### src/rtl/inst_fetch_unit_if.sv
// Fetch unit bundle: instruction-memory request/response,
// backend redirect, and the decode-side pack stream.
interface inst_fetch_unit_if #(
  parameter int ADDR_W = 32,
  parameter int PACK_W = 128
);
  logic              mem_req;
  logic [ADDR_W-1:0] mem_addr;
  logic              mem_ready;
  logic [PACK_W-1:0] mem_data;
  logic              mem_valid;

  logic              redirect_valid;
  logic [ADDR_W-1:0] redirect_addr;

  logic              out_valid;
  logic              out_ready;
  logic [PACK_W-1:0] out_pack;
  logic [ADDR_W-1:0] out_addr;
  logic              out_fault;

  modport master (
    output mem_req, mem_addr,
    input  mem_ready, mem_data, mem_valid,
    input  redirect_valid, redirect_addr,
    output out_valid, out_pack, out_addr, out_fault,
    input  out_ready
  );

  modport slave (
    input  mem_req, mem_addr,
    output mem_ready, mem_data, mem_valid,
    output redirect_valid, redirect_addr,
    input  out_valid, out_pack, out_addr, out_fault,
    output out_ready
  );
endinterface

### src/rtl/inst_fetch_unit.sv
// Instruction fetch: one outstanding pack request at a time,
// packs buffered in a small FIFO toward decode.
module inst_fetch_unit #(
  parameter int ADDR_W     = 32,
  parameter int PACK_W     = 128,
  parameter int FIFO_DEPTH = 4,
  parameter logic [ADDR_W-1:0] RESET_PC = '0
) (
  input logic clock,
  input logic reset,
  inst_fetch_unit_if.master bus
);

  localparam int PW = $clog2(FIFO_DEPTH);
  localparam int CW = PW + 1;
  localparam logic [CW-1:0] DEPTH_C = CW'(FIFO_DEPTH);

  typedef enum logic [1:0] {
    S_IDLE, S_WAIT, S_DRAIN, S_HALT
  } state_e;

  state_e            state_q, state_d;
  logic [ADDR_W-1:0] pc_q, pc_d;
  logic              req_q, req_d;
  logic [ADDR_W-1:0] addr_q, addr_d;
  logic [PW-1:0]     wr_q, wr_d;
  logic [PW-1:0]     rd_q, rd_d;
  logic [CW-1:0]     cnt_q, cnt_d;

  logic [PACK_W-1:0] pack_q  [FIFO_DEPTH];
  logic [ADDR_W-1:0] paddr_q [FIFO_DEPTH];
  logic              fault_q [FIFO_DEPTH];

  logic push, pop, flush, head_v;

  assign head_v = (cnt_q != '0);
  assign pop    = head_v && bus.out_ready;
  assign flush  = bus.redirect_valid;

  always_comb begin
    state_d = state_q;
    pc_d    = pc_q;
    req_d   = req_q;
    addr_d  = addr_q;
    push    = 1'b0;
    unique case (state_q)
      S_IDLE: begin
        if (bus.redirect_valid) begin
          pc_d = bus.redirect_addr;
        end else if (cnt_q < DEPTH_C) begin
          req_d   = 1'b1;
          addr_d  = pc_q;
          state_d = S_WAIT;
        end
      end
      S_WAIT: begin
        if (bus.redirect_valid) begin
          pc_d = bus.redirect_addr;
          if (bus.mem_ready) begin
            req_d   = 1'b0;
            state_d = S_IDLE;
          end else begin
            state_d = S_DRAIN;
          end
        end else if (bus.mem_ready) begin
          push = 1'b1;
          if (bus.mem_valid) begin
            pc_d = pc_q + 1'b1;
            // room left after this push: keep streaming
            if (cnt_q < DEPTH_C - 1'b1) begin
              addr_d = pc_q + 1'b1;
            end else begin
              req_d   = 1'b0;
              state_d = S_IDLE;
            end
          end else begin
            req_d   = 1'b0;
            state_d = S_HALT;
          end
        end
      end
      S_DRAIN: begin
        if (bus.redirect_valid) begin
          pc_d = bus.redirect_addr;
        end
        if (bus.mem_ready) begin
          req_d   = 1'b0;
          state_d = S_IDLE;
        end
      end
      S_HALT: begin
        if (bus.redirect_valid) begin
          pc_d    = bus.redirect_addr;
          state_d = S_IDLE;
        end
      end
      default: state_d = S_IDLE;
    endcase
  end

  always_comb begin
    wr_d  = wr_q;
    rd_d  = rd_q;
    cnt_d = cnt_q;
    if (flush) begin
      wr_d  = '0;
      rd_d  = '0;
      cnt_d = '0;
    end else begin
      if (push) wr_d = wr_q + 1'b1;
      if (pop)  rd_d = rd_q + 1'b1;
      cnt_d = cnt_q + CW'(push) - CW'(pop);
    end
  end

  always_ff @(posedge clock) begin
    if (reset) begin
      state_q <= S_IDLE;
      pc_q    <= RESET_PC;
      req_q   <= 1'b0;
      addr_q  <= '0;
      wr_q    <= '0;
      rd_q    <= '0;
      cnt_q   <= '0;
    end else begin
      state_q <= state_d;
      pc_q    <= pc_d;
      req_q   <= req_d;
      addr_q  <= addr_d;
      wr_q    <= wr_d;
      rd_q    <= rd_d;
      cnt_q   <= cnt_d;
    end
  end

  always_ff @(posedge clock) begin
    if (push && !flush) begin
      pack_q[wr_q]  <= bus.mem_data;
      paddr_q[wr_q] <= addr_q;
      fault_q[wr_q] <= !bus.mem_valid;
    end
  end

  assign bus.mem_req   = req_q;
  assign bus.mem_addr  = addr_q;
  assign bus.out_valid = head_v;
  assign bus.out_pack  = head_v ? pack_q[rd_q]  : '0;
  assign bus.out_addr  = head_v ? paddr_q[rd_q] : '0;
  assign bus.out_fault = head_v ? fault_q[rd_q] : 1'b0;

endmodule

### src/flat_wrapper.sv
// flat-port wrapper written by rule: the top's interface ports become plain ports
module inst_fetch_unit_flat 
#(
  parameter int ADDR_W     = 32,
  parameter int PACK_W     = 128,
  parameter int FIFO_DEPTH = 4,
  parameter logic [ADDR_W-1:0] RESET_PC = '0
)
  (clock, reset, bus_mem_req, bus_mem_addr, bus_mem_ready, bus_mem_data, bus_mem_valid, bus_redirect_valid, bus_redirect_addr, bus_out_valid, bus_out_pack, bus_out_addr, bus_out_fault, bus_out_ready);
  inst_fetch_unit_if #(.ADDR_W(ADDR_W), .PACK_W(PACK_W)) bus_i ();
  input logic clock;
  input logic reset;
  output wire logic [$bits(bus_i.mem_req)-1:0] bus_mem_req;
  output wire logic [$bits(bus_i.mem_addr)-1:0] bus_mem_addr;
  input wire logic [$bits(bus_i.mem_ready)-1:0] bus_mem_ready;
  input wire logic [$bits(bus_i.mem_data)-1:0] bus_mem_data;
  input wire logic [$bits(bus_i.mem_valid)-1:0] bus_mem_valid;
  input wire logic [$bits(bus_i.redirect_valid)-1:0] bus_redirect_valid;
  input wire logic [$bits(bus_i.redirect_addr)-1:0] bus_redirect_addr;
  output wire logic [$bits(bus_i.out_valid)-1:0] bus_out_valid;
  output wire logic [$bits(bus_i.out_pack)-1:0] bus_out_pack;
  output wire logic [$bits(bus_i.out_addr)-1:0] bus_out_addr;
  output wire logic [$bits(bus_i.out_fault)-1:0] bus_out_fault;
  input wire logic [$bits(bus_i.out_ready)-1:0] bus_out_ready;
  assign bus_mem_req = bus_i.mem_req;
  assign bus_mem_addr = bus_i.mem_addr;
  assign bus_i.mem_ready = bus_mem_ready;
  assign bus_i.mem_data = bus_mem_data;
  assign bus_i.mem_valid = bus_mem_valid;
  assign bus_i.redirect_valid = bus_redirect_valid;
  assign bus_i.redirect_addr = bus_redirect_addr;
  assign bus_out_valid = bus_i.out_valid;
  assign bus_out_pack = bus_i.out_pack;
  assign bus_out_addr = bus_i.out_addr;
  assign bus_out_fault = bus_i.out_fault;
  assign bus_i.out_ready = bus_out_ready;
  inst_fetch_unit #(.ADDR_W(ADDR_W), .PACK_W(PACK_W), .FIFO_DEPTH(FIFO_DEPTH), .RESET_PC(RESET_PC)) u_core (.clock(clock), .reset(reset), .bus(bus_i));
endmodule
### config.mk
export PLATFORM = sky130hd
export DESIGN_NAME = inst_fetch_unit_flat
export DESIGN_NICKNAME = d
export VERILOG_FILES = /design/src/rtl/inst_fetch_unit_if.sv /design/src/rtl/inst_fetch_unit.sv /design/src/flat_wrapper.sv
export SDC_FILE = /design/constraint.sdc
export NUM_CORES = 1
export LEC_CHECK = 0
export ABC_AREA = 1
export BUFFER_PORTS_ARGS = -buffer_cell sky130_fd_sc_hd__buf_2
export CORE_UTILIZATION = 40
export CTS_CLUSTER_SIZE = 28
export DETAILED_ROUTE_END_ITERATION = 8
export PLACE_DENSITY = 0.6
export SYNTH_ARGS = -nofsm -noshare
export SYNTH_HDL_FRONTEND = slang
export SYNTH_SLANG_ARGS = --single-unit
### constraint.sdc
create_clock -name clock -period 8.02 [get_ports clock]
set_input_delay 0.401 -clock clock [delete_from_list [all_inputs] [get_ports clock]]
set_output_delay 0.401 -clock clock [all_outputs]
set_load 0.03 [all_outputs]
Yosys cells after proc, flatten, opt, wreduce, memory -nomap -nowiden
Memories as Yosys holds them, arrays and structs flattened. A register that Yosys moved wholly into a read port is not among the register bits.
Cells that the tools add are included.

storage, ports and cells
  input bits = 166
  RAM bits = 644
  output and inout port bits = 195
  flip-flop bits (word level) = 74
  logic and storage cells = 90
  memories = 3

cells by class
  reductions and logical operators = 14
  $add $sub $neg = 5
  equal/unequal tests = 15
  $lt $le $gt $ge = 2
  muxes and demuxes = 44

memory list
  name            words  bits a word  read ports  clocked after memory_dff  write ports  RTL line               RTL
  u_core.pack_q   4      128          1           1                         1            inst_fetch_unit.sv:30  logic [PACK_W-1:0] pack_q [FIFO_DEPTH];
  u_core.paddr_q  4      32           1           1                         1            inst_fetch_unit.sv:31  logic [ADDR_W-1:0] paddr_q [FIFO_DEPTH];
  u_core.fault_q  4      1            1           1                         1            inst_fetch_unit.sv:32  logic fault_q [FIFO_DEPTH];

operators with widths
  kind                                                                      number
  32-bit two-way mux                                                        11
  128-bit two-way mux                                                       1
  32-bit case mux with 2 select lines                                       2
  32-bit by 1-bit adder with 32-bit output (second input constant)          1
  2-bit two-way mux                                                         15
  1-bit two-way mux                                                         13
  2-bit inequality test (second input constant)                             6
  2-bit case mux with 4 select lines                                        1
  7-bit AND reduction                                                       1
  2-bit by 1-bit inequality test with 1-bit output (second input constant)  3
  3-bit inequality test (second input constant)                             2
  6-bit AND reduction                                                       1
  3-bit nonzero test                                                        2
  5-bit AND reduction                                                       1
  2-bit by 1-bit adder with 2-bit output (second input constant)            2
  2-bit equality test (second input constant)                               2
  4-bit inequality test (second input constant)                             1
  3-bit by 1-bit adder with 3-bit output                                    1
  3-bit by 2-bit < comparator with 1-bit output (second input constant)     1
  3-bit < comparator (second input constant)                                1
  1-bit case mux with 3 select lines                                        1
  3-bit AND reduction                                                       1
  3-bit OR reduction                                                        1
  3-bit by 1-bit subtractor with 3-bit output                               1
  6 further kinds                                                           8

Longest topological paths before layout
  depth after elaboration = 6
  mapped depth = 11
  mapped depth without buffers = 11

Worst setup path before layout
No wires, ideal clock.

  path kind = flip-flop to flip-flop
  start = register u_core.state_q[1]
  end = memory u_core.fault_q[0] (enable)
  setup slack = -0.476 ns
  period minus slack after synthesis = 8.496 ns
  arrival time = 7.812 ns
  setup time = 0.683 ns
  stages on the path, launching flop included = 9
  required time = 7.337 ns
  path through = dfxtp_1 -> inv_1 -> ha_1 -> inv_2 -> nor2_2 -> inv_2 -> nor2_1 -> inv_2 -> nor2_1

between the ends
  word-level cells in the longest chain between the ends = 5

RTL lines
  item                                            RTL line                RTL
  from (decl)                                     inst_fetch_unit.sv:22   state_e state_q, state_d;
  from (signal assigned)                          inst_fetch_unit.sv:126  state_q <= state_d;
  2-bit by 1-bit equality test with 1-bit output  inst_fetch_unit.sv:46   unique case (state_q)
  1-bit two-way mux                               inst_fetch_unit.sv:46
  1-bit logical AND                               inst_fetch_unit.sv:137  if (push && !flush) begin
  1-bit two-way mux                               inst_fetch_unit.sv:137
  1-bit two-way mux (not written as such)         inst_fetch_unit.sv:140  fault_q[wr_q] <= !bus.mem_valid;
  to (decl)                                       inst_fetch_unit.sv:32

Every way passes these cells.

==> impl_metrics.py <==
metrics = {
    "status": {
        "status": "finished, final reports clean",
    },
    "global_routing": {
        "grt_usage_pct": 20.3,
        "overflow": 0,
        "grt_pass1_vias": 20800,
        "grt_pass1_wl_um": 117000,
        "grt_max_degree": 194,
        "antenna_found_initial": 5,
    },
    "clock_network": {
        "cts_tree": "done",
        "clockBufferDepth": 3,
        "clkLatencyLatePin_ps": 620,
        "cts_buffers": 77,
        "clkTransAtPathRegs_ps": 60,
        "h-tree-depth": 3,
        "clock_sinks": 720,
        "root_buffer": "clkbuf_16",
    },
    "floorplan": {
        "core_area_um2": 73000,
        "dieWidth_um": 274,
        "num_io_pins": 361,
        "start_util_pct": 40.5,
        "die-area_um2": 74900,
        "fp.dieH_um": 274,
        "rows": 99,
    },
    "route": {
        "drt-total-wl_um": 77700,
        "drt_pre_antenna_iters": 7,
        "drt_iter0_drc": 1562,
        "drtAntennaViolNets": 0,
        "route.detailed.drc": 0,
        "routed-via-count": 21100,
        "wl_per_cell_um": 18.9,
        "via_per_inst": 5.14,
    },
    "cells_and_area": {
        "multi_input_area_um2": 7630,
        "layout_commonest_cell": "nor2_1",
        "fillers": 6465,
        "syn_to_final_growth_pct": 21.3,
        "fin_cells": 4112,
        "drive_gt1_share_pct": 17.8,
        "seq_area_um2": 20900,
        "final_area_um2": 35800,
        "nets": 3265,
        "final_cell_mix": "nor2_1, edfxtp_1, o21ai_0",
    },
    "worst_setup_path": {
        "criticalPathCategory": "reg -> out",
        "worstPathRequired_ps": 7620,
        "cp-end-kind": "output pin",
        "cp-start-kind": "flop",
        "path_max_fanout": 82,
        "crit_arrival_ps": 4160,
        "ff2ff_path_depth": 10,
        "reg2reg_from": "u_core.state_q[1]",
    },
    "synthesis": {
        "yosysUniqueCellTypes": 38,
        "synth_warnings": 0,
        "synth.net_count": 2832,
        "syn_inst": 2653,
        "synth_area_leaders": "edfxtp_1, nor2_1, o21ai_0",
        "avgSynthCellArea_um2": 11.1,
        "synth-seq-area-share_pct": 70.6,
        "synth-seq-cells": 720,
        "synth_area_leader_cell": "edfxtp_1",
        "syn_area_um2": 29500,
        "synth_top_area_share_pct": 65.5,
    },
    "place": {
        "numPortBuffers": 360,
        "hpwl_um": 44600,
        "dpl.cell_count": 3840,
        "place_area_um2": 32100,
        "gp_congestion": 0.901,
    },
    "timing": {
        "fin_crit_ps": 4570,
        "hold_viol": 0,
        "slew_violations": 0,
        "fmax_mhz": 219,
        "finalSetupViolCount": 0,
        "skew_ps": 14.9,
        "slew-limit-headroom_pct": 19.4,
        "final.period_utilization_pct": 56.9,
        "rsz0062_at_grt": "no",
        "tightestPinTransition_ps": 1210,
    },
    "worst_hold_path": {
        "hp-start": "bus_mem_data[1]",
        "min_path_cells": 1,
        "min_path_type": "in -> reg",
    },
    "pwr": {
        "ir_drop_mv": 0.157,
        "total_power_uw": 9330,
        "power_density_nw_per_um2": 260,
        "p_leak_uw": 0.0133,
    },
    "run": {
        "max-cap-violations": 0,
    },
}
-- cells by family after synthesis --
group                    share of synthesized area, %
buffers and inverters                            3.64
adder cells (fa/ha/maj)                         0.576
multiplexers                                   0.0339
AO/OA/AOI/OAI                                    11.2
XOR/XNOR                                        0.356
flip-flops                                       70.6
AND/OR/NAND/NOR                                  13.5
-- routing by layer --
metal / track usage, % / wire [um]
met5: 0 / 49
met4: 7.14 / 2120
met3: 4.04 / 5300
met2: 33.6 / 37100
met1: 26.4 / 33100
-- state kept, by name (all words and copies together) (netlist names), named ones only --
| register | flops |
|---|---|
| u_core.pack_q | 512 |
| u_core.paddr_q | 128 |
| u_core.bus.mem_addr | 32 |
| u_core.pc_q | 32 |
| u_core.fault_q | 4 |
| u_core.cnt_q | 3 |
| u_core.rd_q | 2 |
| u_core.state_q | 2 |
| u_core.wr_q | 2 |
| u_core.bus.mem_req | 1 |
-- through the flow --
stage / setup TNS, ps / hold slack (ps) / worst slack (ps) / utilization, %
3_3_place_gp: 0 / 440 / 4140 / 44.0
2_1_floorplan: -306260 / 441 / -476 / -
3_5_place_dp: 0 / 474 / 4110 / 44.0
6_report: 0 / 43.2 / 3450 / 49.1
4_1_cts: 0 / 1.04 / 3450 / 49.1
5_1_grt: 0 / 13.5 / 3150 / 49.1
-- path summary, 6_finish.rpt --
kind / end / slack (ps)
worst max-delay path: bus_out_pack[96] / 3450
worst min-delay path: u_core.pack_q[2][1] / 40
worst max register to register: u_core.pack_q[2][57] / 4210
worst min register to register: flop / 490
-- final cells by class --
type,count,area share [%]
clock inverters,40,1.03
multi-input cells,1682,21.3
repair buffers,511,9.21
diodes,3,0.0210
well taps,959,3.35
flip-flops and latches,720,58.3
inverters,94,1.02
clock buffers,103,5.80
-- Yosys cell counts (all sizes together) --
master / instances
o22ai: 1
xnor2: 2
inv: 94
clkbuf: 79
nand3b: 2
fa: 1
nand2: 233
a221oi: 2
o2111ai: 1
or2: 21
edfxtp: 644
o21bai: 1
nor2: 718
nand3: 37
mux2i: 1
a211oi: 1
buf: 78
a31oi: 1
xor2: 10
o211ai: 1
dfxtp: 76
nor3: 1
ha: 12
o21ai: 382
nand4: 2
a21oi: 252
-- critical path: stages, from the launching register on --
cell,delay [ps]
dfxtp_4,930
buf_4,770
buf_4,830
nor2_1,110
nor2_1,110
o21ai_0,90
a21oi_1,300
buf_2,260
-- repair_timing --
action | in CTS | in global routing
endpoints found under the setup margin | 0 | 0
buffers inserted | 0 | 0
hold buffers | 126 | 0
gates resized for setup | 0 | 0
hold endpoints to repair | 500 | 0
-- where the power goes --
part	total [uW]	internal, uW	leakage [uW]	switching [uW]
Sequential	4460	4310	0.00646	155
Combinational	1420	408	0.00568	1010
Clock	3450	2020	0.00118	1430
No activity file was read; power rests on OpenSTA's default activity.
